===== src/rtl/dmem_arbiter.sv =====
// Two-port round-robin arbiter and access sequencer for the data memory.
// Sub-word stores are turned into a read-modify-write of the full 32-bit word.
module dmem_arbiter #(
    parameter int unsigned ADDR_WIDTH = 32,
    parameter int unsigned DATA_WIDTH = 32
) (
    input  logic                  clk,
    input  logic                  nrst,
    input  logic                  req0,
    input  logic [ADDR_WIDTH-1:0] addr0,
    input  logic [DATA_WIDTH-1:0] wdata0,
    input  logic                  wr0,
    input  logic [3:0]            be0,
    input  logic                  req1,
    input  logic [ADDR_WIDTH-1:0] addr1,
    input  logic [DATA_WIDTH-1:0] wdata1,
    input  logic                  wr1,
    input  logic [3:0]            be1,
    output logic                  gnt0,
    output logic                  gnt1,
    output logic                  rvalid0,
    output logic                  rvalid1,
    output logic [DATA_WIDTH-1:0] rdata,
    output logic                  busy,
    output logic [ADDR_WIDTH-1:0] dmem_addr,
    output logic [DATA_WIDTH-1:0] dmem_data_in,
    output logic                  dmem_wr_en,
    input  logic [DATA_WIDTH-1:0] dmem_data_out
);

    localparam int unsigned NUM_LANES = 4;
    localparam int unsigned LANE_W    = 8;

    typedef enum logic [1:0] {IDLE, ACCESS, WRITE, RESP} state_t;

    state_t                state_q, next_state;
    logic                  last_q, last_d;
    logic                  id_q, id_d;
    logic [ADDR_WIDTH-1:0] addr_q, addr_d;
    logic [DATA_WIDTH-1:0] wdata_q, wdata_d;
    logic                  wr_q, wr_d;
    logic [3:0]            be_q, be_d;
    logic [DATA_WIDTH-1:0] rdata_q, rdata_d;
    logic                  rvalid0_q, rvalid0_d;
    logic                  rvalid1_q, rvalid1_d;
    logic                  wr_en_q, wr_en_d;
    logic [DATA_WIDTH-1:0] data_in_q, data_in_d;
    logic                  busy_q, busy_d;
    logic                  gnt0_c, gnt1_c;
    logic                  sel1;
    logic [ADDR_WIDTH-1:0] sel_addr;
    logic [DATA_WIDTH-1:0] sel_wdata;
    logic                  sel_wr;
    logic [3:0]            sel_be;
    logic [DATA_WIDTH-1:0] merged;
    logic                  partial;

    // Register all state and output registers; reset aborts any transaction.
    always_ff @(posedge clk or negedge nrst) begin
        if (!nrst) begin
            state_q   <= IDLE;
            last_q    <= 1'b1;
            id_q      <= 1'b0;
            addr_q    <= '0;
            wdata_q   <= '0;
            wr_q      <= 1'b0;
            be_q      <= 4'h0;
            rdata_q   <= '0;
            rvalid0_q <= 1'b0;
            rvalid1_q <= 1'b0;
            wr_en_q   <= 1'b0;
            data_in_q <= '0;
            busy_q    <= 1'b0;
        end else begin
            state_q   <= next_state;
            last_q    <= last_d;
            id_q      <= id_d;
            addr_q    <= addr_d;
            wdata_q   <= wdata_d;
            wr_q      <= wr_d;
            be_q      <= be_d;
            rdata_q   <= rdata_d;
            rvalid0_q <= rvalid0_d;
            rvalid1_q <= rvalid1_d;
            wr_en_q   <= wr_en_d;
            data_in_q <= data_in_d;
            busy_q    <= busy_d;
        end
    end

    // Next-state, arbitration and next values of the output registers.
    always_comb begin
        next_state = state_q;
        last_d     = last_q;
        id_d       = id_q;
        addr_d     = addr_q;
        wdata_d    = wdata_q;
        wr_d       = wr_q;
        be_d       = be_q;
        rdata_d    = rdata_q;
        rvalid0_d  = 1'b0;
        rvalid1_d  = 1'b0;
        wr_en_d    = 1'b0;
        data_in_d  = data_in_q;
        gnt0_c     = 1'b0;
        gnt1_c     = 1'b0;
        merged     = '0;

        // Under contention the port that was not granted last wins.
        sel1      = req1 && (!req0 || !last_q);
        sel_addr  = sel1 ? addr1  : addr0;
        sel_wdata = sel1 ? wdata1 : wdata0;
        sel_wr    = sel1 ? wr1    : wr0;
        sel_be    = sel1 ? be1    : be0;
        partial   = wr_q && (be_q != 4'h0) && (be_q != 4'hF);

        for (int i = 0; i < int'(NUM_LANES); i++) begin
            merged[i*LANE_W +: LANE_W] = be_q[i] ? wdata_q[i*LANE_W +: LANE_W]
                                                 : dmem_data_out[i*LANE_W +: LANE_W];
        end

        unique case (state_q)
            IDLE: begin
                if (req0 || req1) begin
                    gnt0_c     = !sel1;
                    gnt1_c     = sel1;
                    last_d     = sel1;
                    id_d       = sel1;
                    addr_d     = {sel_addr[ADDR_WIDTH-1:2], 2'b00};
                    wdata_d    = sel_wdata;
                    wr_d       = sel_wr;
                    be_d       = sel_be;
                    next_state = ACCESS;
                    if (sel_wr && (sel_be == 4'hF)) begin
                        wr_en_d   = 1'b1;
                        data_in_d = sel_wdata;
                    end
                end
            end
            ACCESS: begin
                rdata_d = dmem_data_out;
                if (partial) begin
                    wr_en_d    = 1'b1;
                    data_in_d  = merged;
                    next_state = WRITE;
                end else begin
                    rvalid0_d  = !id_q;
                    rvalid1_d  = id_q;
                    next_state = RESP;
                end
            end
            WRITE: begin
                rvalid0_d  = !id_q;
                rvalid1_d  = id_q;
                next_state = RESP;
            end
            RESP: begin
                next_state = IDLE;
            end
            default: begin
                next_state = IDLE;
            end
        endcase

        busy_d = (next_state != IDLE);
    end

    assign gnt0         = gnt0_c && nrst;
    assign gnt1         = gnt1_c && nrst;
    assign rvalid0      = rvalid0_q;
    assign rvalid1      = rvalid1_q;
    assign rdata        = rdata_q;
    assign busy         = busy_q;
    assign dmem_addr    = addr_q;
    assign dmem_data_in = data_in_q;
    assign dmem_wr_en   = wr_en_q;

endmodule


===== config.mk =====
export PLATFORM = sky130hd
export DESIGN_NAME = dmem_arbiter
export DESIGN_NICKNAME = d
export VERILOG_FILES = /design/src/rtl/dmem_arbiter.sv
export SDC_FILE = /design/constraint.sdc
export NUM_CORES = 1
export LEC_CHECK = 0
export BUFFER_PORTS_ARGS = -buffer_cell sky130_fd_sc_hd__buf_2
export CAP_MARGIN = 20
export CORE_MARGIN = 1.5
export CORE_UTILIZATION = 48
export DETAILED_ROUTE_END_ITERATION = 10
export GPL_TIMING_DRIVEN = 0
export PLACE_DENSITY = 0.78
export SLEW_MARGIN = 5
export SYNTH_ARGS = -nofsm -noshare
export SYNTH_HDL_FRONTEND = slang
export SYNTH_SLANG_ARGS = --single-unit

===== constraint.sdc =====
create_clock -name clk -period 2.85 [get_ports clk]
set_clock_uncertainty 0.05 [all_clocks]
set_input_delay 0.4275 -clock clk [delete_from_list [all_inputs] [get_ports clk]]
set_output_delay 0.4275 -clock clk [all_outputs]
set_load 0.01 [all_outputs]

== Word level (Yosys, flattened, before mapping) ==
Index checks and enable logic that the tools add are counted.

* Eq/ne operators: 8
* Muxes and demuxes: 27
* Reductions and logical operators: 18

{| class="wikitable"
|+ Operator list
! cell !! number
|-
| $mux W32 || 5
|-
| $pmux W32 S2 || 1
|-
| $mux W8 || 4
|-
| $mux W1 || 11
|-
| $pmux W2 S4 || 1
|-
| $logic_and A1 B1 Y1 || 6
|-
| $ne A2 B2 Y1 const B || 3
|-
| $pmux W1 S2 || 3
|-
| $eq A2 B2 Y1 const B || 2
|-
| $eq A4 B4 Y1 const B || 1
|-
| $logic_not A1 Y1 || 4
|-
| $mux W4 || 1
|-
| $ne A4 B4 Y1 const B || 1
|-
| $reduce_and A4 Y1 || 1
|-
| $reduce_bool A2 Y1 || 2
|-
| $reduce_bool A4 Y1 || 1
|-
| $eq A2 B1 Y1 const B || 1
|-
| $logic_not A2 Y1 || 1
|-
| $logic_or A1 B1 Y1 || 2
|-
| $mux W2 || 1
|-
| $reduce_and A2 Y1 || 1
|}

* Flip-flop bits (word level): 139
* Bits of input ports: 174
* Logic and storage cells: 66

== Depth between registers and ports, before layout ==
* Depth after elaboration: 9
* Depth in mapped cells: 9
* Gate-level depth less buffers: 6

== Least setup slack after synthesis ==
Ideal clock, no wire load.

* Path type: register -> register
* Start point: reg state_q[0]
* End point: reg data_in_q[10], in the netlist dmem_data_in[10]
* Library setup time: 125 ps
* Arrival: 1929 ps
* Setup slack: 746 ps
* Cell stages (with the launch flop): 10
* Path buffers: 3
* Period minus slack after synthesis: 2104 ps
* Cells stage by stage: dfrtp_1 -> inv_1 -> ha_1 -> buf_4 -> o21a_1 -> buf_2 -> nand4_1 -> a31oi_4 -> buf_6 -> mux2_2

* Cells in the longest elaborated chain, start to end: 3
* Elaborated cells on any way between the ends: 8
* Those cells by class: eq/ne: 4; mux: 1; reduce/logical: 3

{| class="wikitable"
|+ Ends and longest elaborated chain
! what !! RTL line !! source
|-
| from (decl) || 36 || <nowiki>state_t state_q, next_state;</nowiki>
|-
| from (signal assigned) || 75 || <nowiki>state_q <= next_state;</nowiki>
|-
| $eq A2 B1 Y1 / $logic_not A2 Y1 (equally long branches) || 122 || <nowiki>unique case (state_q)</nowiki>
|-
| $ne A2 B2 Y1 (no line) / $reduce_bool A2 Y1 (equally long branches) || n/a ||
|-
| $reduce_and A4 Y1 (no line) || n/a ||
|-
| to (signal assigned) || 86 || <nowiki>data_in_q <= data_in_d;</nowiki>
|-
| to (decl) || 47 || <nowiki>logic [DATA_WIDTH-1:0] data_in_q, data_in_d;</nowiki>
|}

Several ways; a longest one is shown, not always the timed one.
A chain may end at the register's enable or synchronous reset.

== Final worst setup path ==
* Start point: in nrst
* End point: out gnt0

* Cells in the longest elaborated chain, start to end: 1

{| class="wikitable"
|+ Ends and longest elaborated chain
! what !! RTL line !! source
|-
| from (decl) || 8 || <nowiki>input logic nrst,</nowiki>
|-
| $logic_and A1 B1 Y1 || 168 || <nowiki>assign gnt0 = gnt0_c && nrst;</nowiki>
|-
| to (decl) || 19 || <nowiki>output logic gnt0,</nowiki>
|}

No other way between the ends.

==> flow_summary.ini <==
[status]
run_status = finished clean

[critical_path]
critical_path.endpoint = gnt0
worst-r2r-cell-count = 9
timing.rr.start = state_q[0]
crit_chain = dlygate4sd3_1 > buf_12 > buf_16 > nand2_1 > nor2_1 > buf_2
critical_path.endpoint_type = output pin
cp_num_cells = 6
worst_path_largest_cell_delay_ns = 0.57
timing.critical_path.slowest_stage_cell = sky130_fd_sc_hd__dlygate4sd3_1
reg2reg_slack_ns = 0.34
critical_path_arrival_ns = 2.09
setup.worst_path.start = nrst
crit-reg2reg-capture = dmem_data_in[23]
path_class = in -> out
critical_path_peak_fanout = 71
critical_path_buf_inv_count = 4
cp.required_ns = 2.37
timing.critical_path.max_delay_family = buffers and inverters
worstSetupStartpointType = input pin

[place]
dp_cells = 1004
placed_cell_area_um2 = 8117
globalplace.congestion = 0.8210
place.detailed.hpwl_mm = 12.76
portBuffers = 269
dp_slack_ns = 0.3549

[floorplanning]
dieWidth_um = 119.5
initial_utilization = 0.4918
die-height_um = 119.5
core_region_area_um2 = 13240
ioPinCount = 276
fp.dieArea_um2 = 14280
row_count = 42

[timing]
postLayoutSetupSlackWorst_ns = 0.2822
final_hold_viol_count = 0
finalCriticalPeriod_ns = 2.568
finalMaxSlewViolations = 0
max_freq_mhz = 389.4
maxSlewHeadroom = 0.4640
rsz0062_at_grt = no
finalSetupViolCount = 0
post-route-period-util = 0.9010
worstMarginPinSlew_ns = 0.8040

[global_routing]
grt_pass1_wl_mm = 27.66
first_global_vias = 5512
grt_start_max_net_pins = 72
grt_util_all_layers = 0.2523
grt_remaining_overflow = 0
initial_antenna_violation_count = 1

[clock_tree]
clk_pin_slew_ns = 0.05
cts.path.max_buffers = 2
worst_skew_pair.late_latency_ns = 0.41
clock_tree_from_tritoncts = done
postCtsSetupRepairBufs = 0
cts.root.buffer_cell = sky130_fd_sc_hd__clkbuf_16
tritoncts_num_sinks = 139
numCtsBuffers = 17
cts-htree-levels = 4

[final_layout]
design.final.nets = 1024
most_common_library_cell_in_the_layout_ignoring_fill_and_taps = sky130_fd_sc_hd__buf_2
syn2layout_area_growth_pct = 33.85
layout.cells.most_common_list = sky130_fd_sc_hd__buf_2, sky130_fd_sc_hd__dfrtp_1, sky130_fd_sc_hd__nand2_1
final_cell_count_no_fill = 1037
post-route-cell-area_um2 = 8717
drive_gt1_frac = 0.4465
fin_util = 0.6583

[yosys]
post_synth_instance_area_um2 = 6512
ys_warn_count = 0
synth-async-reset-ratio = 1.000
library_cells_used_by_synthesis = 31
synth-edff-count = 0
synth_seq_cells = 139
syn_avg_cell_area_um2 = 11.69
synth_cells = 557
yosysSeqAreaShare = 0.5343
synthFlopType = sky130_fd_sc_hd__dfrtp_1

[route]
remaining_drc_errors = 0
initialDrtViolationCount = 220
total_wirelength_of_the_detailed_routed_design_mm = 17.16
firstDrtPassIters = 4
wl_per_cell_um = 16.55
drt-vias-per-instance = 5.181
ant_nets = 0
dr_total_vias = 5373

[pwr]
power.ir.vdd_worst_mv = 0.6079
power-per-cell-area_nw_per_um2 = 1160
leakage_dissipation_nw = 4.497

[flow_run]
drv.max_cap_violation_count = 0

[min_path]
timing.hold.worst.class = in -> reg
[worst min path at each step]
stage,endpoint,startpoint,cells after the start,slack (ns)
after floorplan,be_q[0],nrst,0,0.08
after global placement,rvalid0,id_q,1,0.36
after detailed placement,rvalid0,id_q,1,0.37
after CTS,dmem_addr[8],addr0[8],3,0.16
after global routing,dmem_addr[27],addr0[27],3,0.17
final,dmem_addr[10],addr0[10],3,0.17
[power by group]
part / internal (mW) / switching [mW]
registers: 2.99 / 0.476
clock network: 1.38 / 0.798
logic: 2.09 / 2.38
total: 6.46 / 3.65
[state kept, by name, summed over array words and instances (netlist names)]
name,count
rvalid0,1
state_q,2
busy,1
dmem_wr_en,1
rvalid1,1
rdata,32
last_q,1
dmem_addr,30
be_q,4
dmem_data_in,32
id_q,1
wr_q,1
wdata_q,32
[worst register-to-register path: cells and delay by family (launching register included)]
kind	cells	cell delay [ns]
muxes	1	0.36
adders and majority gates	1	0.14
AOI/OAI and AO/OA	2	0.48
and+or+nand+nor	1	0.24
DFF	1	0.40
buffers and inverters	4	0.75
[per-stage QoR]
stage	setup TNS (ns)	total power, mW	hold WS, ns
global route	0	10.84	0.1708
floorplan	0	6.405	0.08191
detailed placement	0	8.037	0.3738
finish	0	10.12	0.1732
global placement	-99.18	7.889	0.3637
CTS	0	10.23	0.1599
[cell families after synthesis]
logic type / Yosys count / synth area share
AOI/OAI and AO/OA: 79 / 0.08473
DFF: 139 / 0.5343
other: 1 / 0.0005758
buffers and inverters: 48 / 0.03746
and+or+nand+nor: 127 / 0.07896
adders and majority gates: 3 / 0.005764
muxes: 160 / 0.2582
[metal layers]
metal  vias up  track usage  part of all wire  routed length, um
met1      2599       0.3101              0.42               7259
met5         -            0                 0                  0
li1       2561            -                 -                  -
met3        19      0.07280             0.064               1103
met2       194       0.4350              0.50               8562
met4         0      0.06771             0.014                239
[cells in the mapped netlist (4+ instances only)]
master / count / area [um^2]
sky130_fd_sc_hd__buf_4: 4 / 30.03
sky130_fd_sc_hd__a31oi_1: 7 / 43.79
sky130_fd_sc_hd__mux2_2: 63 / 709.4
sky130_fd_sc_hd__clkbuf_1: 23 / 86.33
sky130_fd_sc_hd__nand2_1: 106 / 397.9
sky130_fd_sc_hd__nor2_1: 11 / 41.29
sky130_fd_sc_hd__dfrtp_1: 138 / 3453
sky130_fd_sc_hd__a32oi_1: 29 / 254.0
sky130_fd_sc_hd__inv_1: 4 / 15.01
sky130_fd_sc_hd__buf_2: 9 / 45.04
sky130_fd_sc_hd__mux2i_1: 96 / 960.9
sky130_fd_sc_hd__buf_6: 5 / 56.30
sky130_fd_sc_hd__o21ai_0: 35 / 175.2
[what timing repair did]
action,in CTS,in global routing
setup endpoints to repair,0,2
hold endpoints to repair,9,0
hold buffers,1,0
resized for setup,0,3
[cell type report]
| type | count | area, um^2 |
|---|---|---|
| multi-input combinational | 371 | 2793 |
| sequential | 139 | 3480 |
| inverter | 4 | 15.01 |
| antenna | 1 | 2.502 |
| timing repair buffer | 271 | 1399 |
| buffer | 43 | 225.2 |
| tap | 176 | 220.2 |
| fill | 1109 | 4526 |
| clock inverter | 7 | 87.58 |
| clock buffer | 25 | 495.5 |
Note: power is estimated with default switching activity, not from simulation.
